===== src/rtl/axi_async_ch_rx_if.sv =====
`default_nettype none
// +----------------------------------------------------------------------------+
// | axi_async_ch_rx_if                                                         |
// | Async token-ring lane bus: shared slot array and tokens plus local stream. |
// | Rev 1.0                                                                    |
// +----------------------------------------------------------------------------+
interface axi_async_ch_rx_if #(
    parameter int DATA_WIDTH   = 64,
    parameter int BUFFER_WIDTH = 8
);
    localparam int c_fill_w = $clog2(BUFFER_WIDTH) + 1;

    logic [BUFFER_WIDTH-1:0]            async_writetoken;
    logic [BUFFER_WIDTH*DATA_WIDTH-1:0] async_data;
    logic [BUFFER_WIDTH-1:0]            async_readpointer;
    logic [DATA_WIDTH-1:0]              data;
    logic                               valid;
    logic                               ready;
    logic [c_fill_w-1:0]                fill;
    logic                               overflow;

    // master = sender plus downstream consumer; slave = the receive lane
    modport master (
        output async_writetoken, async_data, ready,
        input  async_readpointer, data, valid, fill, overflow
    );

    modport slave (
        input  async_writetoken, async_data, ready,
        output async_readpointer, data, valid, fill, overflow
    );
endinterface
`default_nettype wire


===== src/rtl/axi_async_ch_rx.sv =====
`default_nettype none
// +----------------------------------------------------------------------------+
// | axi_async_ch_rx                                                            |
// | Receive end of an async token-ring AXI channel lane: syncs the write token,|
// | drains slots into a registered valid/ready stream, returns a Johnson ptr.  |
// | Rev 1.0                                                                    |
// +----------------------------------------------------------------------------+
module axi_async_ch_rx #(
    parameter int DATA_WIDTH   = 64,
    parameter int BUFFER_WIDTH = 8,
    parameter int SYNC_STAGES  = 2
) (
    input  logic             clk_i,
    input  logic             rst_i,
    axi_async_ch_rx_if.slave bus
);
    localparam int c_cnt_w  = $clog2(BUFFER_WIDTH) + 1;
    localparam int c_two_bw = 2 * BUFFER_WIDTH;

    logic [BUFFER_WIDTH-1:0] r_sync [SYNC_STAGES];
    logic [BUFFER_WIDTH-1:0] r_rd_ptr;
    logic [DATA_WIDTH-1:0]   r_data;
    logic                    r_valid;
    logic                    r_overflow;

    logic [BUFFER_WIDTH-1:0] w_wr_sync;
    logic [c_cnt_w-1:0]      w_wr_cnt;
    logic [c_cnt_w-1:0]      w_rd_cnt;
    logic [c_cnt_w-1:0]      w_fill;
    logic [c_cnt_w-1:0]      w_slot;
    logic [DATA_WIDTH-1:0]   w_slot_data;
    logic                    w_empty;
    logic                    w_load;

    function automatic logic [c_cnt_w-1:0] johnson_count(input logic [BUFFER_WIDTH-1:0] tok);
        int ones;
        ones = 0;
        for (int i = 0; i < BUFFER_WIDTH; i++) begin
            ones += int'(tok[i]);
        end
        // msb set: second half of the cycle, BW + number of zeros
        if (tok[BUFFER_WIDTH-1]) begin
            return c_cnt_w'(c_two_bw - ones);
        end
        return c_cnt_w'(ones);
    endfunction

    assign w_wr_sync = r_sync[SYNC_STAGES-1];

    always_comb begin
        w_wr_cnt = johnson_count(w_wr_sync);
        w_rd_cnt = johnson_count(r_rd_ptr);
        // modulo 2*BW difference; the add wraps harmlessly in c_cnt_w bits
        if (w_wr_cnt >= w_rd_cnt) begin
            w_fill = w_wr_cnt - w_rd_cnt;
        end else begin
            w_fill = w_wr_cnt + c_cnt_w'(c_two_bw) - w_rd_cnt;
        end
        if (w_rd_cnt >= c_cnt_w'(BUFFER_WIDTH)) begin
            w_slot = w_rd_cnt - c_cnt_w'(BUFFER_WIDTH);
        end else begin
            w_slot = w_rd_cnt;
        end
        w_slot_data = bus.async_data[int'(w_slot)*DATA_WIDTH +: DATA_WIDTH];
        w_empty     = (w_fill == '0);
        w_load      = !w_empty && (!r_valid || bus.ready);
    end

    always_ff @(posedge clk_i) begin
        if (rst_i) begin
            for (int s = 0; s < SYNC_STAGES; s++) begin
                r_sync[s] <= '0;
            end
        end else begin
            r_sync[0] <= bus.async_writetoken;
            for (int s = 1; s < SYNC_STAGES; s++) begin
                r_sync[s] <= r_sync[s-1];
            end
        end
    end

    always_ff @(posedge clk_i) begin
        if (rst_i) begin
            r_rd_ptr   <= '0;
            r_data     <= '0;
            r_valid    <= 1'b0;
            r_overflow <= 1'b0;
        end else begin
            if (w_load) begin
                r_data   <= w_slot_data;
                r_valid  <= 1'b1;
                r_rd_ptr <= {r_rd_ptr[BUFFER_WIDTH-2:0], ~r_rd_ptr[BUFFER_WIDTH-1]};
            end else if (r_valid && bus.ready) begin
                r_valid <= 1'b0;
            end
            if (w_fill > c_cnt_w'(BUFFER_WIDTH)) begin
                r_overflow <= 1'b1;
            end
        end
    end

    assign bus.async_readpointer = r_rd_ptr;
    assign bus.data              = r_data;
    assign bus.valid             = r_valid;
    assign bus.fill              = w_fill;
    assign bus.overflow          = r_overflow;
endmodule
`default_nettype wire


===== src/flat_wrapper.sv =====
// flat-port wrapper written by rule: the top's interface ports become plain ports
module axi_async_ch_rx_flat 
#(
    parameter int DATA_WIDTH   = 64,
    parameter int BUFFER_WIDTH = 8,
    parameter int SYNC_STAGES  = 2
)
  (clk_i, rst_i, bus_async_writetoken, bus_async_data, bus_ready, bus_async_readpointer, bus_data, bus_valid, bus_fill, bus_overflow);
  axi_async_ch_rx_if #(.DATA_WIDTH(DATA_WIDTH), .BUFFER_WIDTH(BUFFER_WIDTH)) bus_i ();
  input  logic clk_i;
  input  logic rst_i;
  input wire logic [$bits(bus_i.async_writetoken)-1:0] bus_async_writetoken;
  input wire logic [$bits(bus_i.async_data)-1:0] bus_async_data;
  input wire logic [$bits(bus_i.ready)-1:0] bus_ready;
  output wire logic [$bits(bus_i.async_readpointer)-1:0] bus_async_readpointer;
  output wire logic [$bits(bus_i.data)-1:0] bus_data;
  output wire logic [$bits(bus_i.valid)-1:0] bus_valid;
  output wire logic [$bits(bus_i.fill)-1:0] bus_fill;
  output wire logic [$bits(bus_i.overflow)-1:0] bus_overflow;
  assign bus_i.async_writetoken = bus_async_writetoken;
  assign bus_i.async_data = bus_async_data;
  assign bus_i.ready = bus_ready;
  assign bus_async_readpointer = bus_i.async_readpointer;
  assign bus_data = bus_i.data;
  assign bus_valid = bus_i.valid;
  assign bus_fill = bus_i.fill;
  assign bus_overflow = bus_i.overflow;
  axi_async_ch_rx #(.DATA_WIDTH(DATA_WIDTH), .BUFFER_WIDTH(BUFFER_WIDTH), .SYNC_STAGES(SYNC_STAGES)) u_core (.clk_i(clk_i), .rst_i(rst_i), .bus(bus_i));
endmodule

===== config.mk =====
export PLATFORM = sky130hd
export DESIGN_NAME = axi_async_ch_rx_flat
export DESIGN_NICKNAME = d
export VERILOG_FILES = /design/src/rtl/axi_async_ch_rx_if.sv /design/src/rtl/axi_async_ch_rx.sv /design/src/flat_wrapper.sv
export SDC_FILE = /design/constraint.sdc
export NUM_CORES = 1
export LEC_CHECK = 0
export BUFFER_PORTS_ARGS = -buffer_cell sky130_fd_sc_hd__buf_2
export CORE_AREA = 2 2 234 236
export CTS_BUF_LIST = sky130_fd_sc_hd__clkbuf_2
export CTS_CLUSTER_DIAMETER = 120
export DETAILED_ROUTE_END_ITERATION = 10
export DIE_AREA = 0 0 236 238
export MAX_ROUTING_LAYER = met4
export PLACE_DENSITY = 0.34
export SLEW_MARGIN = 20
export SYNTH_ARGS = -nofsm -noshare
export SYNTH_HDL_FRONTEND = slang
export SYNTH_SLANG_ARGS = --single-unit

===== constraint.sdc =====
create_clock -name clk_i -period 4.8 [get_ports clk_i]
set_input_delay 0.24 -clock clk_i [delete_from_list [all_inputs] [get_ports clk_i]]
set_output_delay 0.24 -clock clk_i [all_outputs]
set_load 0.01 [all_outputs]

# After elaboration in Yosys (flattened, before gate mapping)
# Memories as Yosys holds them, arrays and structs flattened.
# Cells that the tools add are included.
classes:
  add_sub_neg: 18
  order_cmp: 2
  shifts: 1
  n_mux: 14
  n_bitwise: 3
  reduce_logical: 7
ops:
  columns: ["cell", "n"]
  rows:
  - ["variable part select 512 x 11 -> 64 bit", 1]
  - ["adder 4 x 2 -> 4 bit", 12]
  - ["2-to-1 mux 4 bit", 5]
  - ["2-to-1 mux 8 bit", 2]
  - ["subtractor 1 x 4 -> 4 bit (first input constant)", 2]
  - ["2-to-1 mux 1 bit", 7]
  - ["adder 1 x 1 -> 2 bit", 2]
  - [">= comparator 4 bit (second input constant)", 1]
  - ["greater-than comparator 4 bit (second input constant)", 1]
  - ["logical NOT 4 bit", 1]
  - ["subtractor 4 bit", 1]
  - ["subtractor 4 bit (second input constant)", 1]
  - ["logical AND 1 bit", 2]
  - ["logical NOT 1 bit", 2]
  - ["bitwise OR 1 bit", 2]
  - ["nonzero test 2 bit", 1]
  - ["logical OR 1 bit", 1]
  - ["NOT 1 bit", 1]
totals:
  reg_bits: 74
  ram_bits: 16
  inputBits: 523
  out_inout_bits: 78
  wordCells: 50
  mem_count: 1
mem_list:
  columns: ["name", "depth", "word_bits", "rd", "rd_ports_with_merged_regs", "write_ports", "line_no", "text"]
  rows:
  - ["u_core.r_sync", 2, 8, 2, 0, 2, "axi_async_ch_rx.sv:20", "logic [BUFFER_WIDTH-1:0] r_sync [SYNC_STAGES];"]

# Logic depth before layout (Yosys ltp)
# An unclocked memory read counts as a cell.
depth:
  depth_word: 16
  depth_mapped: 22
  ltp_nobuf: 17

# Least setup slack after synthesis
# Ideal clock, no wire load.
synth_timing:
  kind: "register to register"
  from: "reg u_core.r_rd_ptr[0] (netlist: u_core.bus.async_readpointer[0])"
  to: "reg u_core.r_data[11] (netlist: u_core.bus.data[11])"
  setup_ns: 0.116
  arrival_ns: 5.125
  required_time_ns: 4.684
  path_slack_ns: -0.441
  path_stages_with_launch: 23
  cell_sequence: "dfxtp_1 -> ha_1 -> inv_1 -> fa_1 -> fa_1 -> fa_1 -> inv_1 -> fa_1 -> inv_1 -> ha_1 -> nand2b_1 -> xnor2_1 -> buf_2 -> buf_2 -> inv_1 -> ha_1 -> xor2_1 -> or3_1 -> clkbuf_1 -> clkbuf_1 -> clkbuf_1 -> o211ai_1 -> o211a_1"
synth_between:
  elab_chain_cells: 14
  elab_cells_between_ends: 18
  cone_classes: "add/sub (10); order compare (1); shift (1); mux (3); reduce/logical (3)"
synth_rtl:
  columns: ["item", "line_no", "text"]
  rows:
  - ["from (decl)", "axi_async_ch_rx.sv:21", "logic [BUFFER_WIDTH-1:0] r_rd_ptr;"]
  - ["from (signal assigned)", "axi_async_ch_rx.sv:92", "r_rd_ptr <= {r_rd_ptr[BUFFER_WIDTH-2:0], ~r_rd_ptr[BUFFER_WIDTH-1]};"]
  - ["adder 1 x 1 -> 2 bit (*)", "axi_async_ch_rx.sv:39", "ones += int'(tok[i]);"]
  - ["adder 4 x 2 -> 4 bit (*) (6 in series)", "axi_async_ch_rx.sv:39", null]
  - ["subtractor 1 x 4 -> 4 bit", "axi_async_ch_rx.sv:43", "return c_cnt_w'(c_two_bw - ones);"]
  - ["2-to-1 mux 4 bit", "axi_async_ch_rx.sv:42", "if (tok[BUFFER_WIDTH-1]) begin"]
  - ["2-to-1 mux 4 bit (*)", "axi_async_ch_rx.sv:45", "return c_cnt_w'(ones);"]
  - ["subtractor 4 bit (*)", "axi_async_ch_rx.sv:55, axi_async_ch_rx.sv:57", null]
  - ["named net bus_fill[2]", "flat_wrapper.sv:18", "output wire logic [$bits(bus_i.fill)-1:0] bus_fill;"]
  - ["logical NOT 4 bit (*)", "axi_async_ch_rx.sv:65", "w_empty = (w_fill == '0);"]
  - ["logical NOT 1 bit (*)", "axi_async_ch_rx.sv:66", "w_load = !w_empty && (!r_valid || bus.ready);"]
  - ["logical AND 1 bit (*)", "axi_async_ch_rx.sv:66", null]
  - ["to (signal assigned)", "axi_async_ch_rx.sv:90", "r_data <= w_slot_data;"]
  - ["to (decl)", "axi_async_ch_rx.sv:22", "logic [DATA_WIDTH-1:0] r_data;"]
# Mark *: on every way through the listed nets, which the timed path passes. The rest lies on a longest branch. The select of a mux whose other input is x is not followed.
# A chain may end at the register's enable or synchronous reset.

# Worst setup path after layout
layout_timing:
  from: "reg u_core.r_rd_ptr[0] (netlist: u_core.bus.async_readpointer[0])"
  to: "out bus_fill[3]"
layout_between:
  elab_chain_cells: 11
layout_rtl:
  columns: ["item", "line_no"]
  rows:
  - ["adder 1 x 1 -> 2 bit (*)", "axi_async_ch_rx.sv:39"]
  - ["adder 4 x 2 -> 4 bit (*) (6 in series)", "axi_async_ch_rx.sv:39"]
  - ["subtractor 1 x 4 -> 4 bit", "axi_async_ch_rx.sv:43"]
  - ["2-to-1 mux 4 bit", "axi_async_ch_rx.sv:42"]
  - ["2-to-1 mux 4 bit (*)", "axi_async_ch_rx.sv:45"]
  - ["subtractor 4 bit (*)", "axi_async_ch_rx.sv:55, axi_async_ch_rx.sv:57"]
  - ["to (decl)", "flat_wrapper.sv:18"]
# Mark *: on every way between the ends. The rest lies on a longest branch, timed or not. The select of a mux whose other input is x is not followed.

==> results.json <==
{
  "min_period_ns": 5.05,
  "yosysTopAreaCell": "mux4_2",
  "cp_top_family": "adder cells",
  "viasPerCell": 4.20,
  "crit_chain": "ha_4 -> inv_2 -> fa_1 -> fa_1 -> fa_2 -> inv_2 -> fa_1 -> inv_2 -> ha_4 -> mux2i_4 -> ha_1 -> a21o_1 -> a21oi_2 -> xnor3_4 -> buf_12 -> buf_6",
  "fin_util_pct": 24.3,
  "ys_seq_area_share_pct": 23.6,
  "vias": 8250,
  "syn-instance-count": 592,
  "r2r_cells": 20,
  "whs_path_depth": 5,
  "clockRootBuffer": "clkbuf_2",
  "first_pass_iters": 4,
  "worst_slew_margin_rel_pct": 39.9,
  "rr_startpoint": "u_core.bus.async_readpointer[0]",
  "drv_slew": 0,
  "register_area_um2": 1810,
  "max_freq_mhz": 198,
  "postSynth.asyncResetShare_pct": 0,
  "final_nets": 1803,
  "grt_pass1_wl_mm": 56.5,
  "ys.flop_type": "dfxtp_1",
  "num_rows": 85,
  "dieArea_um2": 56200,
  "status": "complete, but fails checks",
  "fin_ws_ns": -0.246,
  "dp.final_hpwl_mm": 30.4,
  "fin_skew_ns": 0.0612,
  "power_density_nw_per_um2": 750,
  "synth-edff-count": 0,
  "drt.antenna.violating_nets": 0,
  "crit_start": "u_core.bus.async_readpointer[0]",
  "routed_wl_mm": 39.3,
  "coreArea_um2": 53500,
  "synth_seq_cells": 90,
  "hold_start": "bus_async_data[481]",
  "start_util_pct": 14.3,
  "die_height_um": 238,
  "crit_buf_inv": 5,
  "critPathMaxStageDelay_ns": 0.51,
  "htreeDepth": 3,
  "max_slew.worst_pin.slew_ns": 0.902,
  "clk_pin_slew_ns": 0.34,
  "gr-total-overflow": 0,
  "synth_area_per_cell_um2": 12.9,
  "drc": 0,
  "rsz0062_at_grt": "true",
  "place_congestion": 0.792,
  "cts_tree": "done",
  "irDropWorstVdd_uv": 638,
  "drt_iter0_markers": 268,
  "clock_path_buffers": 2,
  "pre_cts_ws_ns": -0.0120,
  "grt_max_degree": 68,
  "synth_nets": 1135,
  "arrival_ns": 4.81,
  "worstSkewPairLatency_ns": 0.70,
  "io_buffer_count": 600,
  "required_ns": 4.56,
  "multiInputGateArea_um2": 5570,
  "p_leak_nw": 6.47,
  "routedWlPerCell_um": 20.0,
  "yosys-top-cells-count": "mux4_2, dfxtp_1, mux2i_1",
  "violations": "negative setup slack",
  "clock-sinks": 90,
  "ys_types": 30,
  "synth_area_um2": 7630,
  "yosys_warnings": 0,
  "holdWs_ns": 0.143,
  "yosys-top-cells-area": "mux4_2, dfxtp_1, mux2i_1, o211a_1, o211ai_1",
  "area_growth_pct": 70.5,
  "startpoint_type": "register",
  "hold_path_end": "u_core.bus.data[33]",
  "setup_viol_count_final": 63,
  "hold_viol": 0,
  "worstReg2RegEnd": "u_core.bus.data[4]",
  "first_global_vias": 9144,
  "chipWidth_um": 236,
  "final_layout_size_suffix_gt1_share_pct": 65.2,
  "ios": 601,
  "crit_path_end_kind": "output port",
  "ff2ff_setup_slack_ns": -0.18,
  "path_class": "reg2out",
  "cp_max_fo": 2,
  "finalCritPeriodShare_pct": 105,
  "fillCellCount": 5765,
  "yosys.area.top_type_share_pct": 37.8,
  "cts_buffers": 9,
  "drv_cap": 0,
  "slowest_stage": "fa_1",
  "grt_usage_pct": 13.8,
  "grt_antenna_before_repair": 3,
  "min_path_type": "in2reg",
  "synth.most_common_cell": "mux4_2"
}
[placed cells by master, fill, tap and decap left out, types with 4 or more instances in the layout]
| cell type | Yosys | final |
|---|---|---|
| buf_2 | 41 | 597 |
| mux4_2 | 128 | 128 |
| dlygate4sd3_1 | 0 | 86 |
| dfxtp_1 | 90 | 86 |
| mux2i_1 | 72 | 71 |
| o211ai_1 | 64 | 64 |
| o211a_1 | 64 | 64 |
| buf_4 | 1 | 20 |
| inv_1 | 26 | 18 |
| nor2b_1 | 18 | 18 |
| buf_12 | 0 | 14 |
| nand2_1 | 10 | 9 |
| clkbuf_2 | 0 | 9 |
| inv_2 | 1 | 7 |
| buf_6 | 1 | 7 |
| fa_1 | 9 | 6 |
| ha_1 | 11 | 6 |
| ha_4 | 0 | 5 |
| inv_8 | 0 | 4 |
| dfxtp_2 | 0 | 4 |
[area by class of cell]
class	count	share of cell area [%]
well taps	696	6.69
inverters	27	0.846
multi-input cells	401	42.8
clock inverters	7	0.510
flip-flops and latches	90	13.9
repair buffers	731	34.8
diodes	3	0.0577
clock buffers	9	0.346
[per-stage QoR]
step | instances | instance area, um^2 | TNS (ns) | total power, mW
3_3_place_gp | 1834 | 11500 | 0 | 8.30
4_1_cts | 1957 | 12900 | -20.86 | 9.81
6_report | 1964 | 13000 | -6.91 | 9.75
3_5_place_dp | 1834 | 11500 | -0.0120 | 8.34
2_1_floorplan | 592 | 7770 | -1.55 | 6.45
5_1_grt | 1963 | 13000 | -21.97 | 10.6
[worst register-to-register path: cells and delay by family (launching register included)]
family | cells | cell delay (ns)
adder cells (fa/ha/maj) | 7 | 2.43
flip-flops | 1 | 0.41
multiplexers | 1 | 0.14
AO/OA/AOI/OAI | 4 | 0.79
buffers and inverters | 7 | 0.74
XOR/XNOR | 1 | 0.36
[sequential cells by signal (all words and copies together), names as in the netlist]
| signal | flops |
|---|---|
| u_core.bus.data | 64 |
| u_core.r_sync | 16 |
| u_core.bus.async_readpointer | 8 |
| u_core.bus.overflow | 1 |
| u_core.bus.valid | 1 |
[per-layer routing]
| layer | share of wire (%) | vias to the layer above | GRT usage, % |
|---|---|---|---|
| met2 | 52 | 369 | 24.9 |
| met3 | 7.0 | 37 | 3.62 |
| met5 | 0 | - | - |
| met1 | 39 | 4071 | 15.1 |
| met4 | 2.0 | 0 | 3.34 |
| li1 | - | 3773 | - |
[how the worst max path moves through the flow]
stage                          end  slack, ns  cells past startpoint
4_1_cts                bus_fill[3]      -0.45                     17
3_3_place_gp   u_core.bus.data[51]       0.04                     17
6_report               bus_fill[3]      -0.25                     16
3_5_place_dp   u_core.bus.data[51]      -0.01                     18
2_1_floorplan  u_core.bus.data[12]      -0.04                     22
5_1_grt                bus_fill[3]      -0.57                     16
[kinds of logic after synthesis]
kind of cell / after synthesis / synth area share (%)
mux: 200 / 47.2
flops: 90 / 23.6
fa+ha+maj: 20 / 4.16
buf+inv: 101 / 5.79
simple gates: 34 / 2.39
compound gates: 140 / 15.6
xor+xnor: 7 / 1.20
[repair_timing]
item,CTS,global route
hold buffers,86,0
resized for setup,31,21
pin swaps,13,16
buffers inserted,15,5
cloned,6,4
setup endpoints to repair,50,77
hold endpoints to repair,32,0
[power breakdown]
group / switching (mW) / total, mW / internal [mW]
Clock: 0.336 / 0.418 / 0.0827
Sequential: 0.137 / 1.16 / 1.02
Combinational: 3.87 / 8.18 / 4.31
Total: 4.34 / 9.75 / 5.42
Note: power is estimated with default switching activity, not from simulation.
